[src/rtl/serpent_pkg.sv]
// Shared Serpent constants and 32-bit rotate helpers used by the linear-transform datapath.
package serpent_pkg;

    localparam int SERPENT_BLK_W  = 128;
    localparam int SERPENT_WORD_W = 32;

    // Rotate amounts in the order they appear in the forward transform
    localparam int unsigned LT_ROT_X0_A = 13;
    localparam int unsigned LT_ROT_X2_A = 3;
    localparam int unsigned LT_ROT_X1   = 1;
    localparam int unsigned LT_ROT_X3   = 7;
    localparam int unsigned LT_ROT_X0_B = 5;
    localparam int unsigned LT_ROT_X2_B = 22;
    localparam int unsigned LT_SHL_X0   = 3;
    localparam int unsigned LT_SHL_X1   = 7;

    typedef logic [SERPENT_WORD_W-1:0] word_t;

    // Which half of the transform a serpent_lt_half instance computes
    typedef enum logic {
        HALF_A = 1'b0,
        HALF_B = 1'b1
    } lt_half_e;

    function automatic word_t rol32(input word_t x, input int unsigned n);
        return (x << n) | (x >> (SERPENT_WORD_W - n));
    endfunction

    function automatic word_t ror32(input word_t x, input int unsigned n);
        return (x >> n) | (x << (SERPENT_WORD_W - n));
    endfunction

endpackage

[src/rtl/serpent_lt_half.sv]
// Combinational half of the Serpent linear transform for one 128-bit lane.
// HALF_A ends after the X1/X3 rotate step (forward) or the X3/X1 rotate step (inverse).
module serpent_lt_half
    import serpent_pkg::*;
(
    input  logic [SERPENT_BLK_W-1:0] blk,
    input  logic                     half_sel,
    input  logic                     inv,
    output logic [SERPENT_BLK_W-1:0] res
);

    word_t x0, x1, x2, x3;

    // NOTE: blocking assignments are intended here; each step reads the word updated by the
    // previous one, and every word is assigned up front so no latch can be inferred.
    always_comb begin
        x0 = blk[0*SERPENT_WORD_W +: SERPENT_WORD_W];
        x1 = blk[1*SERPENT_WORD_W +: SERPENT_WORD_W];
        x2 = blk[2*SERPENT_WORD_W +: SERPENT_WORD_W];
        x3 = blk[3*SERPENT_WORD_W +: SERPENT_WORD_W];

        if (!inv && half_sel == HALF_A) begin
            x0 = rol32(x0, LT_ROT_X0_A);
            x2 = rol32(x2, LT_ROT_X2_A);
            x1 = x1 ^ x0 ^ x2;
            x3 = x3 ^ x2 ^ (x0 << LT_SHL_X0);
            x1 = rol32(x1, LT_ROT_X1);
            x3 = rol32(x3, LT_ROT_X3);
        end else if (!inv) begin
            x0 = x0 ^ x1 ^ x3;
            x2 = x2 ^ x3 ^ (x1 << LT_SHL_X1);
            x0 = rol32(x0, LT_ROT_X0_B);
            x2 = rol32(x2, LT_ROT_X2_B);
        end else if (half_sel == HALF_A) begin
            x2 = ror32(x2, LT_ROT_X2_B);
            x0 = ror32(x0, LT_ROT_X0_B);
            x2 = x2 ^ x3 ^ (x1 << LT_SHL_X1);
            x0 = x0 ^ x1 ^ x3;
            x3 = ror32(x3, LT_ROT_X3);
            x1 = ror32(x1, LT_ROT_X1);
        end else begin
            x3 = x3 ^ x2 ^ (x0 << LT_SHL_X0);
            x1 = x1 ^ x0 ^ x2;
            x2 = ror32(x2, LT_ROT_X2_A);
            x0 = ror32(x0, LT_ROT_X0_A);
        end

        res = {x3, x2, x1, x0};
    end

endmodule

[src/rtl/serpent_lt_pipe.sv]
// Pipelined forward/inverse Serpent linear transform over LANES blocks per beat, with a
// valid/ready handshake and an opaque tag that travels with each beat.
module serpent_lt_pipe
    import serpent_pkg::*;
#(
    parameter int LANES  = 1,
    parameter int STAGES = 1,
    parameter int TAG_W  = 8
) (
    input  logic                           i_clk,
    input  logic                           i_rst,
    input  logic                           i_valid,
    output logic                           o_ready,
    input  logic                           i_inv,
    input  logic [TAG_W-1:0]               i_tag,
    input  logic [SERPENT_BLK_W*LANES-1:0] i_data,
    output logic                           o_valid,
    input  logic                           i_ready,
    output logic [SERPENT_BLK_W*LANES-1:0] o_data,
    output logic [TAG_W-1:0]               o_tag
);

    localparam int DATA_W = SERPENT_BLK_W * LANES;

    if (STAGES < 1 || STAGES > 2 || LANES < 1 || LANES > 4) begin : g_bad_params
        $error("serpent_lt_pipe: STAGES must be 1 or 2 and LANES must be 1..4");
    end

    logic              en;
    logic [DATA_W-1:0] mid_data;
    logic [DATA_W-1:0] tail_in;
    logic [DATA_W-1:0] tail_data;
    logic              tail_valid;
    logic              tail_inv;
    logic [TAG_W-1:0]  tail_tag;

    // The whole pipe advances together; an empty output slot or a draining one frees it
    assign en      = !o_valid || i_ready;
    assign o_ready = en;

    for (genvar l = 0; l < LANES; l++) begin : g_lane
        serpent_lt_half u_head (
            .blk      (i_data[l*SERPENT_BLK_W +: SERPENT_BLK_W]),
            .half_sel (HALF_A),
            .inv      (i_inv),
            .res      (mid_data[l*SERPENT_BLK_W +: SERPENT_BLK_W])
        );

        serpent_lt_half u_tail (
            .blk      (tail_in[l*SERPENT_BLK_W +: SERPENT_BLK_W]),
            .half_sel (HALF_B),
            .inv      (tail_inv),
            .res      (tail_data[l*SERPENT_BLK_W +: SERPENT_BLK_W])
        );
    end

    if (STAGES == 2) begin : g_mid_reg
        logic              s1_valid;
        logic              s1_inv;
        logic [TAG_W-1:0]  s1_tag;
        logic [DATA_W-1:0] s1_data;

        always_ff @(posedge i_clk) begin
            if (i_rst) begin
                s1_valid <= 1'b0;
                s1_inv   <= 1'b0;
                s1_tag   <= '0;
                s1_data  <= '0;
            end else if (en) begin
                s1_valid <= i_valid;
                s1_inv   <= i_inv;
                s1_tag   <= i_tag;
                s1_data  <= mid_data;
            end
        end

        assign tail_in    = s1_data;
        assign tail_valid = s1_valid;
        assign tail_inv   = s1_inv;
        assign tail_tag   = s1_tag;
    end else begin : g_direct
        assign tail_in    = mid_data;
        assign tail_valid = i_valid;
        assign tail_inv   = i_inv;
        assign tail_tag   = i_tag;
    end

    // NOTE: data and tag registers are reset too, because the output bus must read as zero
    // after reset rather than showing stale or undefined contents.
    always_ff @(posedge i_clk) begin
        if (i_rst) begin
            o_valid <= 1'b0;
            o_data  <= '0;
            o_tag   <= '0;
        end else if (en) begin
            o_valid <= tail_valid;
            o_data  <= tail_data;
            o_tag   <= tail_tag;
        end
    end

endmodule

[config.mk]
export PLATFORM = sky130hd
export DESIGN_NAME = serpent_lt_pipe
export DESIGN_NICKNAME = d
export VERILOG_FILES = /design/src/rtl/serpent_pkg.sv /design/src/rtl/serpent_lt_half.sv /design/src/rtl/serpent_lt_pipe.sv
export SDC_FILE = /design/constraint.sdc
export NUM_CORES = 1
export LEC_CHECK = 0
export BUFFER_PORTS_ARGS = -buffer_cell sky130_fd_sc_hd__buf_4
export CAP_MARGIN = 20
export CORE_ASPECT_RATIO = 1.25
export CORE_MARGIN = 10
export CORE_UTILIZATION = 40
export CTS_CLUSTER_SIZE = 20
export DETAILED_ROUTE_END_ITERATION = 10
export MAX_ROUTING_LAYER = met4
export SLEW_MARGIN = 25
export SYNTH_ARGS = -nofsm -noshare
export SYNTH_HDL_FRONTEND = slang
export SYNTH_SLANG_ARGS = --single-unit
[constraint.sdc]
create_clock -name i_clk -period 2.2 [get_ports i_clk]
set_clock_uncertainty 0.1 [all_clocks]
set_input_delay 0.22 -clock i_clk [delete_from_list [all_inputs] [get_ports i_clk]]
set_output_delay 0.22 -clock i_clk [all_outputs]
set_load 0.02 [all_outputs]
* After elaboration in Yosys (flattened, before gate mapping)
Cells that the tools add are included.
Cells by class: add/subtract/negate cells 0, multipliers 0, divide/modulo/power cells 0, $lt $le $gt $ge 0, eq/ne operators 0, shift operators 0, mux-type cells 8, bitwise operators 26, reduce and logical (&&, ||, !) cells 2
Operator list (number):
- 32-bit XOR | 14
- 32-bit 2-to-1 mux | 8
- 10-bit by 32-bit bitwise OR with 32-bit output | 1
- 19-bit by 32-bit bitwise OR with 32-bit output | 1
- 25-bit by 32-bit bitwise OR with 32-bit output | 1
- 27-bit by 32-bit bitwise OR with 32-bit output | 1
- 29-bit by 32-bit bitwise OR with 32-bit output | 1
- 31-bit by 32-bit bitwise OR with 32-bit output | 1
- 32-bit by 1-bit bitwise OR with 32-bit output | 1
- 32-bit by 13-bit bitwise OR with 32-bit output | 1
- 32-bit by 22-bit bitwise OR with 32-bit output | 1
- 32-bit by 3-bit bitwise OR with 32-bit output | 1
- 32-bit by 5-bit bitwise OR with 32-bit output | 1
- 32-bit by 7-bit bitwise OR with 32-bit output | 1
- 1-bit logical NOT | 1
- 1-bit logical OR | 1
Storage, ports and cells: flip-flop bits (word level) 137, bits in latches 0, memory bits (writable) 0, memory bits (read-only) 0, input port bits 141, output and inout bits 138, word-level logic and storage cells 39, memories 0

* Logic depth before layout (Yosys ltp)
depth in word-level cells 9, gate-level depth with buffers 7, depth with buffers taken out 6

* Cells and area by module
A second synthesis with hierarchy kept.
Second synthesis, totals: cells, all modules 2753, area, all modules 23445.0 um^2
Modules (own cells, without submodules):
- serpent_lt_half at g_lane[0].u_tail | times used 1, cells each 1155, area each 8603.3 um^2, seq. area each 0.0 um^2
- serpent_lt_half at g_lane[0].u_head | times used 1, cells each 972, area each 8122.8 um^2, seq. area each 0.0 um^2
- serpent_lt_pipe | times used 1, cells each 626, area each 6718.9 um^2, seq. area each 2742.6 um^2

* Worst setup path after synthesis
No wires, ideal clock.
path kind reg2reg, from reg o_valid, to reg o_data[86], setup time 0.145 ns, data arrival time 1.684 ns, data required time 1.955 ns, setup slack 0.271 ns, cell stages (with the launch flop) 7, path buffers 3, period minus slack after synthesis 1.929 ns, path through dfxtp_1 > nor2b_1 > inv_1 > clkbuf_1 > clkbuf_1 > buf_1 > o22ai_1
On the way: longest elaborated chain between the ends 2
RTL lines:
- from (decl) | RTL line serpent_lt_pipe.sv:17 | output logic o_valid,
- from (signal assigned) | RTL line serpent_lt_pipe.sv:96 | o_valid <= tail_valid;
- 1-bit logical NOT | RTL line serpent_lt_pipe.sv:38 | assign en = !o_valid || i_ready;
- 1-bit logical OR | RTL line serpent_lt_pipe.sv:38
- via o_ready | RTL line serpent_lt_pipe.sv:13 | output logic o_ready,
- to (signal assigned) | RTL line serpent_lt_pipe.sv:97 | o_data <= tail_data;
- to (decl) | RTL line serpent_lt_pipe.sv:19 | output logic [SERPENT_BLK_W*LANES-1:0] o_data,
The timed path passes the listed nets, and every way through them passes these cells. A chain may end at the register's enable or synchronous reset.

* Worst setup path in the final report
from reg o_valid, to out o_ready
On the way: longest elaborated chain between the ends 2
RTL lines (RTL line):
- 1-bit logical NOT | serpent_lt_pipe.sv:38
- 1-bit logical OR | serpent_lt_pipe.sv:38
- to (decl) | serpent_lt_pipe.sv:13
No other way between the ends.

==> flow_summary.yaml <==
run_status:
  status: "finished clean"
clock_tree:
  cts_buffers: 17
  clock_sinks: 137
  cts_root_buf: "clkbuf_16"
  htree_levels: 4
  clk_latency_ns: 0.43
  clockBufferDepth: 2
  ctsResizeCount: 0
  cts_setup_buffers: 0
  holdBufCountCts: 9
  cts_tree: "done"
  clk_pin_slew_ns: 0.06
timing:
  rsz0062_at_grt: "false"
  hold_viol: 0
  period_needed_ns: 1.93
  max_freq_mhz: 518
  setup_viol: 0
  slew_headroom_pct: 56.6
  slew_viol_final: 0
  fin_tns_setup_ns: 0
  tightest_slew_ns: 0.647
  post-route-period-util_pct: 87.7
global_route:
  grt_pass1_wl_um: 67300
  overflow: 0
  grt_start_max_net_pins: 86
  grt_pass1_vias: 9802
  track_usage_pct: 28.1
  antenna_found_initial: 0
synth:
  synth_top_family_by_area: "XOR/XNOR gates"
  synth_edf_count: 0
  synth_ff_type: "dfxtp_1"
  yosysUniqueCellTypes: 41
  synth_nets: 1382
  synth.cell_area_sq_um: 10600
  synthCells: 1241
  avgSynthCellArea_sq_um: 8.54
  synth_top_area_share_pct: 25.9
  synth_area_leader_cell: "dfxtp_1"
  synth.mux.area_fraction_pct: 1.74
  synthSimpleGateAreaFrac_pct: 10.3
  synth_compound_area_share_pct: 16.2
  ys_ff_latch: 137
  synth_xor_area_share_pct: 41.0
  synth-async-reset-ratio_pct: 0
  ys_seq_area_share_pct: 25.9
  yosys_warnings: 0
  synth_fa_ha_area_share_pct: 0
  synthTopCellsByArea: "dfxtp_1 26%, xnor2_1 21%, xor2_1 8.8%"
pwr:
  comb_power_share_pct: 41.7
  power.density_nw_per_um2: 781
  peakVddDrop_mv: 0.598
  power_frac_clock_pct: 30.1
  internal_power_mw: 6.87
  netSwitchingPower_mw: 3.93
  p_sw_share_pct: 36.4
  p_seq_share_pct: 28.2
  p_leak_nw: 5.96
final_layout:
  mostFrequentLayoutCells: "322 x buf_4, 251 x xnor2_1, 137 x dfxtp_1"
  diodes: 0
  area_growth_syn_to_layout_pct: 30.4
  fillers: 2544
  final_common_cell: "buf_4"
  stdcell_area_sq_um: 13800
  layout-drive-gt1-share_pct: 25.3
  nets: 1614
critical_path:
  path_buf_inv: 3
  cp_cell_sequence: "nor2b_4 -> inv_4 -> buf_12 -> buf_4"
  reg2reg_slack_ns: 0.34
  max_stage_delay_ns: 0.31
  critical_path_required_ns: 1.88
  cp_top_family: "buffers and inverters"
  arrival_ns: 1.61
  worstSetupPathType: "reg -> out"
  cp_slowest_cell: "dfxtp_1"
  crit_fanout: 58
  start_kind: "register"
  end_kind: "primary output"
drt:
  routed_wl_um: 47100
  num_vias: 10000
  first_pass_iters: 5
  viasPerCell: 5.48
  ant_nets: 0
  wl_per_cell_um: 25.8
  drc: 0
  drtIter0Drc: 887
placed_design:
  gp_congestion: 0.963
  placed_area_sq_um: 13100
  port_buffers: 278
  place_hpwl_um: 37400
worst_hold_path:
  hp-class: "in -> reg"
die:
  placeableCoreArea_sq_um: 26100
  die_area_sq_um: 33400
  ios: 279
  die_y_um: 202
  initial_core_util_pct: 40.6
  row_count: 66
  chipWidth_um: 166
flow_run:
  drv_cap: 0
## state kept, by name, summed over array words and instances (netlist names)
name,flops
o_tag,8
o_data,128
o_valid,1
## final timing paths
check | start | to | cells after the start
min | i_data[110] | o_data[103] | 3
max reg2reg | o_valid | o_data[9] | 5
min reg2reg | o_data[35] | o_data[35] | 2
max | o_valid | o_ready | 4
## worst register-to-register path: cells and delay by family (launching register included)
kind,cells,cell delay [ns]
compound gates,2,0.55
buf+inv,2,0.64
flops,1,0.31
simple gates,1,0.15
## final cells by class
class | instances | area, sq um | area share (%)
multi-input combinational | 973 | 7350 | 53.2
clock buffer | 19 | 443 | 3.21
clock inverter | 12 | 199 | 1.44
inverter | 7 | 28.8 | 0.208
tap | 340 | 425 | 3.08
sequential | 137 | 2740 | 19.9
timing repair buffer | 337 | 2630 | 19.0
## cell usage after synthesis, types with 2 or more instances
cell type,count
a41oi_1,4
and2_1,11
o22ai_1,6
nand2_1,84
o21ai_0,104
buf_2,13
or4_1,2
a32oi_1,3
mux2i_1,15
clkbuf_2,5
nor3_1,18
clkbuf_1,96
dfxtp_1,137
xor3_1,17
a22oi_1,9
xnor3_1,34
nor2_1,95
xor2_2,3
inv_1,7
nand3_1,14
a31oi_1,24
xnor2_1,251
o21a_1,2
or3_1,17
buf_1,10
nand2b_1,7
a22o_1,3
nand4_1,2
o221a_2,8
a21oi_1,90
o211ai_1,11
mux2_2,3
o221ai_1,2
xor2_1,106
a211oi_1,22
## stage by stage
step / util, % / total power [mW] / cells / hold WS, ns / setup slack, ns
2_1_floorplan: - / 5.76 / 1241 / 0.241 / 0.271
5_1_grt: 52.9 / 11.2 / 1825 / 0.0211 / 0.210
3_5_place_dp: 50.1 / 7.53 / 1785 / 0.344 / 0.272
6_report: 52.9 / 10.8 / 1825 / 0.0211 / 0.270
3_3_place_gp: 50.1 / 7.54 / 1785 / 0.332 / 0.278
4_1_cts: 52.9 / 10.8 / 1825 / 0.00243 / 0.265
## cell families after synthesis
family / count (synthesis)
buffers and inverters: 131
multiplexers: 18
flip-flops: 137
XOR/XNOR: 411
AO/OA/AOI/OAI: 292
AND/OR/NAND/NOR: 252
## power groups by stage
stage,logic [mW],registers (mW),clock network (mW)
2_1_floorplan,2.34,3.42,0
3_3_place_gp,4.46,3.08,0
3_5_place_dp,4.45,3.08,0
4_1_cts,4.49,3.03,3.27
5_1_grt,4.80,3.07,3.37
6_report,4.50,3.04,3.25
## per-layer routing
layer  GRT usage [%]  routed length [um]  up-vias
li1                -                   -     4648
met1            36.1               20000     4783
met2            43.4               21700      479
met3            4.98                3580       90
met4            10.1                1840        0
met5               -                   0        -
No activity file was read; power rests on OpenSTA's default activity.
